--- src/rtl/dmem_pkg.sv ---
// Shared definitions for the data-memory arbiter: FSM encoding, default depth
// and requester port indices.
package dmem_pkg;

   typedef enum logic {
      ARB    = 1'b0,
      LOCKED = 1'b1
   } state_t;

   localparam int DEPTH_DEFAULT = 1024;
   localparam int P_CORE        = 0;
   localparam int P_DMA         = 1;

endpackage

--- src/rtl/rr_arb2.sv ---
// Two-requester round-robin grant. Purely combinational; the pointer register
// lives with the caller, which is told via upd when a contested grant happened.
module rr_arb2 (
   input  logic [1:0] req,
   input  logic       ptr,
   input  logic       en,
   output logic [1:0] gnt,
   output logic       upd
);

   always_comb begin
      gnt = 2'b00;
      if (en) begin
         if (req == 2'b11)
            gnt = ptr ? 2'b10 : 2'b01;
         else
            gnt = req;
      end
   end

   // Pointer only moves when both ports competed for this cycle.
   assign upd = en & (&req);

endmodule

--- src/rtl/dmem_arbiter.sv ---
// Shares one data memory between the core LSU and the DMA/loader port with
// round-robin arbitration, an atomic lock, and a one-cycle registered response.
module dmem_arbiter
   import dmem_pkg::*;
#(
   parameter int ADDR_W = 32,
   parameter int DATA_W = 32,
   parameter int DEPTH  = DEPTH_DEFAULT
) (
   input  logic              clk,
   input  logic              reset,
   input  logic [1:0]        req_valid,
   output logic [1:0]        req_ready,
   input  logic [1:0]        req_we,
   input  logic [1:0]        req_lock,
   input  logic [ADDR_W-1:0] req_addr0,
   input  logic [ADDR_W-1:0] req_addr1,
   input  logic [DATA_W-1:0] req_wdata0,
   input  logic [DATA_W-1:0] req_wdata1,
   output logic [1:0]        rsp_valid,
   output logic [DATA_W-1:0] rsp_rdata,
   output logic              rsp_err,
   output logic [ADDR_W-1:0] mem_addr,
   output logic [DATA_W-1:0] mem_wd,
   output logic              mem_we,
   input  logic [DATA_W-1:0] mem_rd
);

   state_t              state;
   logic                rr_ptr;
   logic                lock_owner;

   logic [1:0]          rr_gnt;
   logic                rr_upd;
   logic [1:0]          gnt;
   logic                sel;
   logic                hs;
   logic                sel_we;
   logic                sel_lock;
   logic                in_range;
   logic [ADDR_W-1:0]   sel_addr;
   logic [DATA_W-1:0]   sel_wdata;

   logic [1:0]          vld_p1;
   logic [DATA_W-1:0]   rdata_p1;
   logic                err_p1;

   rr_arb2 u_rr (
      .req (req_valid),
      .ptr (rr_ptr),
      .en  (state == ARB),
      .gnt (rr_gnt),
      .upd (rr_upd)
   );

   // While locked, the round-robin result is ignored and only the owner may win.
   always_comb begin
      gnt = rr_gnt;
      if (state == LOCKED) begin
         gnt             = 2'b00;
         gnt[lock_owner] = req_valid[lock_owner];
      end
   end

   assign req_ready = gnt;
   assign hs        = |gnt;
   assign sel       = gnt[P_DMA];
   assign sel_addr  = sel ? req_addr1  : req_addr0;
   assign sel_wdata = sel ? req_wdata1 : req_wdata0;
   assign sel_we    = req_we[sel];
   assign sel_lock  = req_lock[sel];
   assign in_range  = sel_addr < ADDR_W'(DEPTH);

   // Memory pins are zeroed when idle so the bus is quiet without a grant.
   assign mem_addr = hs ? sel_addr  : '0;
   assign mem_wd   = hs ? sel_wdata : '0;
   assign mem_we   = hs & sel_we & in_range;

   // ---- stage p0 -> p1: grant bookkeeping and registered response ----
   always_ff @(posedge clk) begin
      if (reset) begin
         state      <= ARB;
         rr_ptr     <= 1'b0;
         lock_owner <= 1'b0;
         vld_p1     <= 2'b00;
         rdata_p1   <= '0;
         err_p1     <= 1'b0;
      end else begin
         vld_p1   <= gnt;
         rdata_p1 <= (hs && !sel_we && in_range) ? mem_rd : '0;
         err_p1   <= hs & ~in_range;
         case (state)
            ARB: begin
               if (rr_upd)
                  rr_ptr <= ~sel;
               if (hs && sel_lock) begin
                  state      <= LOCKED;
                  lock_owner <= sel;
               end
            end
            LOCKED: begin
               if (hs && !sel_lock) begin
                  state  <= ARB;
                  rr_ptr <= ~lock_owner;
               end
            end
            default: state <= ARB;
         endcase
      end
   end

   assign rsp_valid = vld_p1;
   assign rsp_rdata = rdata_p1;
   assign rsp_err   = err_p1;

endmodule

--- config.mk ---
export PLATFORM = sky130hd
export DESIGN_NAME = dmem_arbiter
export DESIGN_NICKNAME = d
export VERILOG_FILES = /design/src/rtl/dmem_pkg.sv /design/src/rtl/rr_arb2.sv /design/src/rtl/dmem_arbiter.sv
export SDC_FILE = /design/constraint.sdc
export NUM_CORES = 1
export LEC_CHECK = 0
export BUFFER_PORTS_ARGS = -buffer_cell sky130_fd_sc_hd__buf_2
export CAP_MARGIN = 20
export CORE_AREA = 2 2 106 108
export CTS_BUF_LIST = sky130_fd_sc_hd__clkbuf_8
export DETAILED_ROUTE_END_ITERATION = 10
export DIE_AREA = 0 0 108 110
export RECOVER_POWER = 50
export REMOVE_ABC_BUFFERS = 1
export SLEW_MARGIN = 20
export SYNTH_ARGS = -nofsm -noshare
export SYNTH_HDL_FRONTEND = slang
export SYNTH_SLANG_ARGS = --single-unit
--- constraint.sdc ---
create_clock -name clk -period 2.2 [get_ports clk]
set_input_delay 0.22 -clock clk [delete_from_list [all_inputs] [get_ports clk]]
set_output_delay 0.22 -clock clk [all_outputs]
set_load 0.05 [all_outputs]
==> Word-level counts from Yosys, hierarchy flattened <==
Cells that the tools add are included.
W data, S select, Z words.
{ "op_classes": {"bitwise_logic": 10, "n_reduce_logical": 12, "eq_ne": 3, "mux": 21, "n_lt_le_gt_ge": 4} }
{ "ops": {"columns": ["operator", "count"], "rows": [
  ["$mux W32", 4],
  ["$lt A32 B11 Y1 const B", 1],
  ["$mux W1", 11],
  ["$mux W2", 3],
  ["$reduce_and A2 Y1", 3],
  ["$logic_and A1 B1 Y1", 5],
  ["$not A1 Y1", 5],
  ["$and A1 B1 Y1", 4],
  ["$lt A1 B2 Y1 const B", 2],
  ["$pmux W1 S2", 2],
  ["$reduce_or A2 Y1", 2],
  ["$and A2 B2 Y2", 1],
  ["$eq A2 B2 Y1 const B", 1],
  ["$logic_not A1 Y1", 2],
  ["$ne A2 B1 Y1 const B", 1],
  ["$ne A2 B2 Y1 const B", 1],
  ["$demux W1 S1", 1],
  ["$ge A1 B1 Y1 const B", 1]
]} }
{ "word_totals": {"reg_bits": 38, "output_inout_bits": 102, "in_bits": 168} }

==> Longest topological paths before layout <==
{ "depth": {"depth_word": 13, "ltp_mapped": 7, "mapped_depth_nobuf": 6} }

==> Cells and area by module <==
From an unflattened synthesis, not the netlist that was laid out.
{ "unflattened": {"cells_unflattened": 220, "area_unflattened_um2": 2311.0} }
{ "by_module_without_submodules": {"columns": ["module", "n_inst", "area_per_inst_um2", "cells_each"], "rows": [
  ["dmem_arbiter", 1, 2282.2, 214],
  ["rr_arb2", 1, 28.8, 6]
]} }

==> Least setup slack after synthesis <==
No wires, ideal clock.
{ "synth_path": {"path_type": "register to output", "startpoint": "register (tool-made name)", "endpoint": "output mem_wd[22]", "t_arrival_ns": 1.967, "path_stages_with_launch": 6, "path_slack_ns": 0.013, "path_buffers": 1, "required_ns": 1.980, "cell_sequence": "dfxtp_1 nand3b_1 nand3_1 inv_1 clkbuf_1 a22o_1"} }
{ "synth_rtl": {"columns": ["element", "line_no", "source"], "rows": [
  ["to (decl)", "dmem_arbiter.sv:24", "output logic [DATA_W-1:0] mem_wd,"]
]} }

==> Worst setup path after layout <==
{ "layout_path": {"startpoint": "register rr_ptr", "endpoint": "output mem_addr[23]"} }
{ "layout_via": {"elab_chain_len": 5, "elab_cells_between_ends": 6, "cone_classes": "5 x mux; 1 x reduce/logical"} }
{ "layout_rtl": {"columns": ["element", "line_no", "source"], "rows": [
  ["from (decl)", "dmem_arbiter.sv:30", "logic rr_ptr;"],
  ["from (signal assigned)", "dmem_arbiter.sv:95", "rr_ptr <= ~sel;"],
  ["from (signal assigned)", "dmem_arbiter.sv:104", "rr_ptr <= ~lock_owner;"],
  ["$mux W2 *", "rr_arb2.sv:15", "gnt = ptr ? 2'b10 : 2'b01;"],
  ["$mux W2 *", "rr_arb2.sv:14", "if (req == 2'b11)"],
  ["$mux W2 *", "dmem_arbiter.sv:59", "if (state == LOCKED) begin"],
  ["$mux W32 or $reduce_or A2 Y1 (tied branches)", "dmem_arbiter.sv:68, dmem_arbiter.sv:66", null],
  ["$mux W32 *", "dmem_arbiter.sv:75", "assign mem_addr = hs ? sel_addr : '0;"],
  ["to (decl)", "dmem_arbiter.sv:23", "output logic [ADDR_W-1:0] mem_addr,"]
]} }
Every way passes the cells marked *; elsewhere a longest branch is shown, timed or not.

==> summary.txt <==
Status
  • Outcome: completed

Synthesis
  • Asr flop ratio synth: 0%
  • Sequential fraction of the synthesis area: 35.5%
  • Yosys top cell area share: 35.5%
  • Post-synth EDFFs: 0
  • Distinct cells, synth: 36
  • Top-count cell post-synth: a22o_1
  • Post-Syn Area: 2140 µm²
  • Commonest cells post-synth: a22o_1, dfxtp_1, nor3b_2
  • Synth area leaders: dfxtp_1, a22o_1, nor3b_2
  • Largest area contributor in the netlist: dfxtp_1
  • Synth warnings: 0
  • Post-synthesis cell count: 200
  • Register bit count reported by yosys: 38
  • Syn Area/Cell: 10.7 µm²
  • Leading register cell type out of synthesis: dfxtp_1

STA
  • Final setup viols: 0
  • Tightest Pin Transition: 626 ps
  • Final clock skew: 2.40 ps
  • Max frequency: 465 MHz
  • Slew Viols, Final: 0
  • Setup tns final: 0 ps
  • Final worst path period share: 97.8%
  • Final Hold Fails: 0
  • PnR worst setup slack: 48.6 ps
  • Slew headroom: 58.4%
  • Fin crit period: 2150 ps

Power and ir drop
  • Lkg Pwr: 0.00183 µW
  • PD cells: 601 nW/µm²
  • VDD IR-drop max: 0.000284 V
  • Total power after layout: 2270 µW

Critical path
  • Max incr delay on CP: 420 ps
  • Worst path required time: 1980 ps
  • Slowest CP cell: or3b_4
  • Critical path's top delay family: simple AND/OR/NAND/NOR gates
  • Critical path arrival: 1930 ps
  • Worst path buffer plus inverter count: 3
  • Startpoint Class: register
  • Crit-path cells: or3b_4 -> nand3_4 -> inv_2 -> buf_12 -> a22o_2 -> buf_4
  • Crit Path Max Fanout: 56
  • WS Path Type: reg2out
  • Setup crit end kind: output port

Clocking
  • # hold bufs at CTS: 0
  • Clock latency on the worst-skew pair: 280 ps
  • Clk sink count: 38
  • Clock transition at path regs: 70 ps
  • H-tree levels: 2
  • Clk root buf: clkbuf_8
  • CTS tree: done
  • CTS max path bufs: 2
  • CTS Buf Count: 5

Route
  • DRT iter0 DRCs: 85
  • Routed vias: 2741
  • Antenna Nets Post-Route: 0
  • Drt pass-1 iters: 4
  • WL/cell: 15.0 µm
  • Post-DR vias/cell: 4.53
  • DRC: 0
  • Drt total wl: 9.09 mm

Global routing
  • Vias in the first global route: 2609
  • GR Overflow Total: 0
  • Total GRT Usage: 13.5%
  • Global-route wire length before repair: 12.6 mm
  • Initial antenna violation count: 0
  • Largest net degree at the start of global routing: 68

Floorplan
  • Die area: 11900 µm²
  • Core area: 10700 µm²
  • Starting Density: 20.0%
  • I/O pin cnt: 270
  • Row cnt: 38
  • Die width: 108 µm
  • Die Ht: 110 µm

Finish
  • Final #Nets: 632
  • ANT cells: 0
  • Area Growth Syn to Fin: 76.1%
  • Multi-input gate area: 1290 µm²
  • Fin cells: 605
  • Final non-filler cell area: 3770 µm²
  • Register area: 762 µm²
  • Layout cells sized above 1: 63.0%
  • Fillcell total: 1157

Worst hold path
  • HP Class: in2reg

Place
  • Placed instance area: 3670 µm²
  • Inst Count DP: 596
  • Setup Slack @ Placement: 45.9 ps
  • Port-buffer cells: 269
  • HPWL after DPL: 7.40 mm
  • GP Congestion: 0.779

Flow run
  • Max-Cap Viols: 0
==> area by class of cell <==
class	instances	share of cell area, %
Inverter	4	0.398
Tap cell	140	4.64
Sequential cell	38	20.2
Clock inverter	2	0.332
Clock buffer	6	2.19
Multi-Input combinational cell	138	34.1
Timing Repair Buffer	277	38.1
==> metal layers <==
metal / vias to the layer above / GRT usage, % / part of all wire (%)
met4: 0 / 5.22 / 1.9
met2: 167 / 24.4 / 50
li1: 1329 / - / -
met3: 13 / 3.47 / 9.7
met1: 1232 / 15.3 / 39
met5: - / 0 / 0
==> metrics by stage <==
| stage | utilization, % | hold WS (ps) |
|---|---|---|
| 3_5_place_dp | 34.3 | 464 |
| 3_3_place_gp | 34.3 | 458 |
| 2_1_floorplan | - | 292 |
| 5_1_grt | 35.3 | 160 |
| 4_1_cts | 35.3 | 158 |
| 6_report | 35.3 | 163 |
==> repair_timing <==
item                                    CTS  global route
gates cloned                              0             0
endpoints found under the setup margin    4            57
gates resized for setup                   4            13
pin swaps                                 0             3
setup buffers                             0             0
==> layout by cell type, fill, tap and decap left out, types with 2 or more instances in the layout <==
master,count
nand3_1,2
nor3b_2,30
nor3b_1,2
buf_4,14
clkbuf_1,35
inv_2,2
nor4_1,8
nor2_1,5
nand2_1,2
inv_1,2
a211oi_1,3
nor3_1,2
clkbuf_8,6
a32oi_1,2
a22o_1,63
buf_2,224
dfxtp_1,37
buf_12,4
==> path summary, 6_finish.rpt <==
check	cells past startpoint	from	end	slack (ps)
setup / recovery	6	rr_ptr	mem_addr[23]	50
hold / removal	2	mem_rd[22]	rsp_rdata[22]	160
setup reg to reg	5	rr_ptr	rsp_rdata[20]	270
hold reg to reg	1	rr_ptr	rr_ptr	520
==> state kept, by name (all words and copies together), names as in the netlist, named ones only <==
signal,cells
rsp_valid,2
lock_owner,1
rsp_err,1
rr_ptr,1
rsp_rdata,32
==> cell families (layout without fill, tap and decap cells) <==
logic type	count (synthesis)	in the layout	share of synthesized area [%]
compound gates	74	74	30.7
mux	1	1	0.642
simple gates	63	63	27.7
buf+inv	24	289	5.43
flops	38	38	35.5
==> where the power goes <==
part / total [µW] / internal (µW) / switching (µW) / leakage (µW)
logic: 1070 / 350 / 722 / 0.00148
clock network: 489 / 252 / 237 / 0.0000472
registers: 704 / 697 / 7.37 / 0.000308
==> worst register-to-register path: cells and delay by family, from the launching register on <==
family	cells	cell delay, ps
and+or+nand+nor	3	660
AOI/OAI and AO/OA	1	520
DFF	1	340
muxes	1	290
Note: power is estimated with default switching activity, not from simulation.
